[config.mk]
export PLATFORM = sky130hd
export DESIGN_NAME = wb_master_mux
export DESIGN_NICKNAME = d
export VERILOG_FILES = /design/src/rtl/wb_pkg.sv /design/src/rtl/wb_watchdog.sv /design/src/rtl/wb_master_mux.sv
export SDC_FILE = /design/constraint.sdc
export NUM_CORES = 1
export LEC_CHECK = 0
export CORE_AREA = 2 2 285 287
export DETAILED_ROUTE_END_ITERATION = 8
export DIE_AREA = 0 0 287 289
export PLACE_DENSITY = 0.34
export SYNTH_ARGS = -nofsm -noshare
export SYNTH_HDL_FRONTEND = slang
export SYNTH_SLANG_ARGS = --single-unit
[constraint.sdc]
create_clock -name clk_i -period 2.9 [get_ports clk_i]
set_input_delay 0.87 -clock clk_i [delete_from_list [all_inputs] [get_ports clk_i]]
set_output_delay 0.87 -clock clk_i [all_outputs]
set_load 0.02 [all_outputs]
[src/rtl/wb_pkg.sv]
// Shared types and helpers for the Wishbone master multiplexer.
package wb_pkg;

  typedef enum logic [1:0] {
    IDLE = 2'd0,
    OWN  = 2'd1,
    TOUT = 2'd2
  } mmux_state_t;

  localparam int WB_NM = 8;
  localparam int WB_GW = 3;
  localparam int WB_AW = 32;
  localparam int WB_DW = 32;

  // LSB position of lane k in a vector that packs one w-bit field per master.
  function automatic int unsigned lane_lsb(input int unsigned k, input int unsigned w);
    return k * w;
  endfunction

endpackage

[src/rtl/wb_watchdog.sv]
// Stalled-strobe counter: expire_o fires on the cycle that completes the
// (TIMEOUT-1)th consecutive stalled cycle; saturates instead of wrapping.
module wb_watchdog #(
  parameter int unsigned TIMEOUT = 255
) (
  input  logic clk_i,
  input  logic rst_ni,
  input  logic en_i,
  input  logic clr_i,
  output logic expire_o
);

  localparam int unsigned CW = $clog2(TIMEOUT + 1);
  localparam logic [CW-1:0] CNT_LAST = CW'(TIMEOUT - 2);
  localparam logic [CW-1:0] CNT_MAX  = CW'(TIMEOUT - 1);

  logic [CW-1:0] cnt_q, cnt_d;

  always_comb begin
    cnt_d = cnt_q;
    if (clr_i) begin
      cnt_d = '0;
    end else if (en_i && (cnt_q != CNT_MAX)) begin
      cnt_d = cnt_q + CW'(1);
    end else begin
      cnt_d = cnt_q;
    end
  end

  always_ff @(posedge clk_i or negedge rst_ni) begin
    if (!rst_ni) begin
      cnt_q <= '0;
    end else begin
      cnt_q <= cnt_d;
    end
  end

  assign expire_o = en_i & ~clr_i & (cnt_q >= CNT_LAST);

endmodule

[src/rtl/wb_master_mux.sv]
// Routes the granted Wishbone master onto the shared slave bus, holding
// ownership for a whole CYC and aborting stalled strobes with ERR.
module wb_master_mux
  import wb_pkg::*;
#(
  parameter int          NM      = WB_NM,
  parameter int          GW      = WB_GW,
  parameter int          AW      = WB_AW,
  parameter int          DW      = WB_DW,
  parameter int unsigned TIMEOUT = 255
) (
  input  logic                 clk_i,
  input  logic                 rst_ni,
  input  logic [GW-1:0]        gnt_i,
  input  logic [NM-1:0]        m_cyc_i,
  input  logic [NM-1:0]        m_stb_i,
  input  logic [NM-1:0]        m_we_i,
  input  logic [NM*DW/8-1:0]   m_sel_i,
  input  logic [NM*AW-1:0]     m_adr_i,
  input  logic [NM*DW-1:0]     m_dat_i,
  output logic [DW-1:0]        m_dat_o,
  output logic [NM-1:0]        m_ack_o,
  output logic [NM-1:0]        m_err_o,
  output logic [NM-1:0]        m_rty_o,
  output logic                 s_cyc_o,
  output logic                 s_stb_o,
  output logic                 s_we_o,
  output logic [DW/8-1:0]      s_sel_o,
  output logic [AW-1:0]        s_adr_o,
  output logic [DW-1:0]        s_dat_o,
  input  logic [DW-1:0]        s_dat_i,
  input  logic                 s_ack_i,
  input  logic                 s_err_i,
  input  logic                 s_rty_i
);

  localparam int SW = DW / 8;

  mmux_state_t   state_q, state_d;
  logic [GW-1:0] owner_q, owner_d;
  logic          own_cyc, own_stb, resp_any;
  logic          wd_en, wd_clr, wd_expire;

  assign own_cyc  = m_cyc_i[owner_q];
  assign own_stb  = m_stb_i[owner_q];
  assign resp_any = s_ack_i | s_err_i | s_rty_i;

  // Watchdog only sees genuinely stalled strobes; a response in the expiry cycle wins.
  assign wd_en  = (state_q == OWN) & own_cyc & own_stb & ~resp_any;
  assign wd_clr = ~wd_en;

  wb_watchdog #(.TIMEOUT(TIMEOUT)) u_wdog (
    .clk_i    (clk_i),
    .rst_ni   (rst_ni),
    .en_i     (wd_en),
    .clr_i    (wd_clr),
    .expire_o (wd_expire)
  );

  always_comb begin
    state_d = state_q;
    owner_d = owner_q;
    s_cyc_o = 1'b0;
    s_stb_o = 1'b0;
    s_we_o  = 1'b0;
    s_sel_o = '0;
    s_adr_o = '0;
    s_dat_o = '0;
    m_ack_o = '0;
    m_err_o = '0;
    m_rty_o = '0;
    m_dat_o = rst_ni ? s_dat_i : '0;
    case (state_q)
      IDLE: begin
        if (m_cyc_i[gnt_i]) begin
          owner_d = gnt_i;
          state_d = OWN;
        end else begin
          state_d = IDLE;
        end
      end
      OWN: begin
        s_cyc_o = own_cyc;
        s_stb_o = own_cyc & own_stb;
        s_we_o  = m_we_i[owner_q];
        s_sel_o = m_sel_i[lane_lsb(32'(owner_q), SW) +: SW];
        s_adr_o = m_adr_i[lane_lsb(32'(owner_q), AW) +: AW];
        s_dat_o = m_dat_i[lane_lsb(32'(owner_q), DW) +: DW];
        m_ack_o[owner_q] = s_ack_i & own_stb;
        m_err_o[owner_q] = s_err_i & own_stb;
        m_rty_o[owner_q] = s_rty_i & own_stb;
        if (!own_cyc) begin
          state_d = IDLE;
        end else if (wd_expire) begin
          state_d = TOUT;
        end else begin
          state_d = OWN;
        end
      end
      TOUT: begin
        m_err_o[owner_q] = 1'b1;
        state_d = own_cyc ? OWN : IDLE;
      end
      default: begin
        state_d = IDLE;
      end
    endcase
  end

  always_ff @(posedge clk_i or negedge rst_ni) begin
    if (!rst_ni) begin
      state_q <= IDLE;
      owner_q <= '0;
    end else begin
      state_q <= state_d;
      owner_q <= owner_d;
    end
  end

endmodule

==> run metrics <==
reg-to-reg startpoint owner_q[1]$_DFFE_PN0P_; Worst-Skew Late Latency 0.24 ns; WL final 60100 um; Internal Pwr Total 0.00660 W; count of pins over their slew limit 0; nature of the critical path startpoint input pin; Final setup viols 33; Switch Pwr 0.00632 W; Root Driver clkbuf_16; syn_nets 1227; WS Path Type in -> out; Post-synth EDFFs 0; Worst path max stage delay 0.53 ns; Total Die Area 0.0829 mm^2; worst hold endpoint u_wdog.cnt_q[7]$_DFFE_PN0P_; fin nets 2137; routed len/inst 23.3 um; antenna violations before repair 4; dpl ws -0.915 ns; failing checks negative setup slack; P_leak 5.80 nW; Design Area, Final 0.0169 mm^2; Die Width 287 um; PD cells 763 mW/mm^2; vias in the first global route 10.3k; r2r setup slk 0.69 ns; outcome finished with violations; biggest area consumer among synthesized cells a22oi_1; Residual DRC 0; worst setup margin -0.147 ns; clock skew 0.00142 ns; CP cell instances buf_6, mux2_4, mux4_2, o21ai_4, nor3_2, buf_4; worst reg2reg path depth 8; final hold viol count 0; #FFs+latches synth 13; Synth area leaders a22oi_1 (46%), a41oi_1 (13%), dfrtp_1 (7.2%); dpl cell area 0.0144 mm^2; Worst setup EP type primary output; Seq pwr share 1.9%; mapped cell area 0.00454 mm^2; Die Height 289 um; first-pass GRT wire length 74700 um; clock slew at reported path FFs 0.05 ns; DP HPWL 43700 um; top-area cell type share of the netlist area 45.7%; sequential fraction of the synthesis area 7.17%; Hold Path Origin u_wdog.cnt_q[7]$_DFFE_PN0P_; total track usage 12.4%; Async SR Flop Fraction 100%; CTS tree yes; # Max-Cap Violations 0; Max transition margin 75.5%; Detailed Route Iter0 Violations 351; post-route clock period utilization 105%; Clock Power Share 2.0%; share of layout cells above drive strength 1 39.2%; FMAX 328 MHz; via count 9771; Via density 3.78; RSZ-0062 raised after global routing true; RR Endpoint u_wdog.cnt_q[2]$_DFFE_PN0P_; CTS Hold Buffers Added 0; gr ovfl total 0; yosys warns 0; Pre-Repair DR Iteration Count 5; Tmin final 3.05 ns; fillcell total 8805; Port Buffers 734; Area Growth Syn to Fin 273%; Switching Fraction 48.9%; hold path depth 2; Fin Setup TNS -1.16 ns; CP max-delay cell mux4_2; post-synth cell types 49; Hold WC Path Type reg -> reg; Cells after Synth 611; Slew @ Worst Pin 0.366 ns; deepest clock path buffer count 2; Comb pwr share 96.0%; worst-path maximum fanout 3; Post-DRT Antenna Nets 0; worst vdd ir 376 uV; core box area 0.0799 mm^2; Main synth FF type dfrtp_1; Data required, critical path 2.03 ns; Synth top cells by count a22oi_1 (276), a41oi_1 (69), buf_2 (40), and2_1 (38), clkbuf_1 (28); largest net degree at the start of global routing 33; syn_area_per_cell 7.43 um^2; initial core utilization 5.68%; Worst EP arrival 2.18 ns; IO Pins 735; total CTS buffers 3; htree depth 1; clock sink total 13; placer's final routability congestion estimate 0.816; most frequent cell after synthesis a22oi_1; standard-cell rows 104
[state kept, by name (all words and copies together) (netlist names)]
signal        cells
owner_q           3
state_q           2
u_wdog.cnt_q      8
[timing repair]
| item | 4_1_cts | 5_1_grt |
|---|---|---|
| cloned | 8 | 9 |
| endpoints found under the setup margin | 127 | 119 |
| hold endpoints to repair | 0 | 0 |
| pin swaps | 58 | 76 |
| gates resized for setup | 714 | 230 |
| buffers inserted | 47 | 38 |
[final cells by class]
cell class	count	area (um^2)	share of cell area [%]
Timing Repair Buffer	983	10200	60.1
Multi-Input combinational cell	509	4970	29.3
Tap cell	1060	1330	7.83
Sequential cell	13	327	1.93
Clock buffer	4	78.8	0.466
Inverter	11	42.5	0.251
Antenna cell	3	7.51	0.0443
[critical path, delay by kind of cell]
family | cells | cell delay, ns
AO/OA/AOI/OAI | 1 | 0.20
multiplexers | 2 | 0.78
AND/OR/NAND/NOR | 1 | 0.07
buffers and inverters | 2 | 0.25
[worst max-delay path by stage]
stage / start / slack [ns] / end / cells past startpoint
finish: m_cyc_i[5] / -0.15 / s_stb_o / 6
global route: owner_q[0]$_DFFE_PN0P_ / -0.19 / s_adr_o[26] / 8
detailed placement: m_cyc_i[7] / -0.91 / s_stb_o / 6
global placement: m_cyc_i[7] / -0.93 / s_stb_o / 6
CTS: owner_q[1]$_DFFE_PN0P_ / -0.16 / s_stb_o / 7
floorplan: m_cyc_i[7] / 0.003 / s_cyc_o / 5
[through the flow]
step,std cells,power (W),util (%),hold WS (ns)
3_5_place_dp,2477,0.00973,18.0,0.561
6_report,2583,0.0129,21.2,0.563
2_1_floorplan,611,0.00408,-,0.527
5_1_grt,2583,0.0136,21.2,0.610
3_3_place_gp,2477,0.00983,18.0,0.556
4_1_cts,2535,0.0114,19.5,0.570
[kinds of logic (layout without fill, tap and decap cells)]
group / count (synthesis) / after routing / synth area share, %
AND/OR/NAND/NOR: 117 / 117 / 14.0
multiplexers: 13 / 13 / 3.56
flip-flops: 13 / 13 / 7.17
adder cells (fa/ha/maj): 8 / 8 / 2.21
other: 0 / 3 / 0
AO/OA/AOI/OAI: 368 / 368 / 63.2
buffers and inverters: 89 / 998 / 9.29
XOR/XNOR: 3 / 3 / 0.579
[cell usage in the layout (no fill, tap or decap), drive strengths merged, types with 2 or more instances in the layout]
cell,Yosys,final
nor3,10,10
dfrtp,13,13
nand4,4,4
a211oi,3,3
mux2i,6,6
clkdlybuf4s50,0,590
clkbuf,28,34
clkdlybuf4s15,0,16
a41oi,70,70
o21ai,3,3
nor4,4,4
mux4,2,2
a21oi,2,2
inv,10,10
nand3,3,3
nor2,27,27
nand2,20,20
a31oi,3,3
a22oi,277,277
nor2b,5,5
a2bb2oi,2,2
mux2,5,5
ha,8,8
diode,0,3
xnor2,3,3
dlymetal6s2s,0,2
nand3b,2,2
and2,38,38
buf,50,344
[power by group through the flow]
stage                     Combinational [W]  Sequential, W  Clock [W]
after global placement              0.00957       0.000256          0
after detailed placement            0.00948       0.000254          0
after global routing                 0.0130       0.000254   0.000280
after floorplan                     0.00385       0.000230          0
after CTS                            0.0109       0.000252   0.000270
final                                0.0124       0.000250   0.000265
[routing by layer]
| layer | wire length (um) | up-vias | track usage, % |
|---|---|---|---|
| met5 | 0 | - | 0 |
| met4 | 1760 | 0 | 3.59 |
| met1 | 23000 | 4715 | 14.2 |
| met3 | 3970 | 68 | 2.20 |
| met2 | 31400 | 537 | 23.5 |
| li1 | - | 4451 | - |
Note: power is estimated with default switching activity, not from simulation.
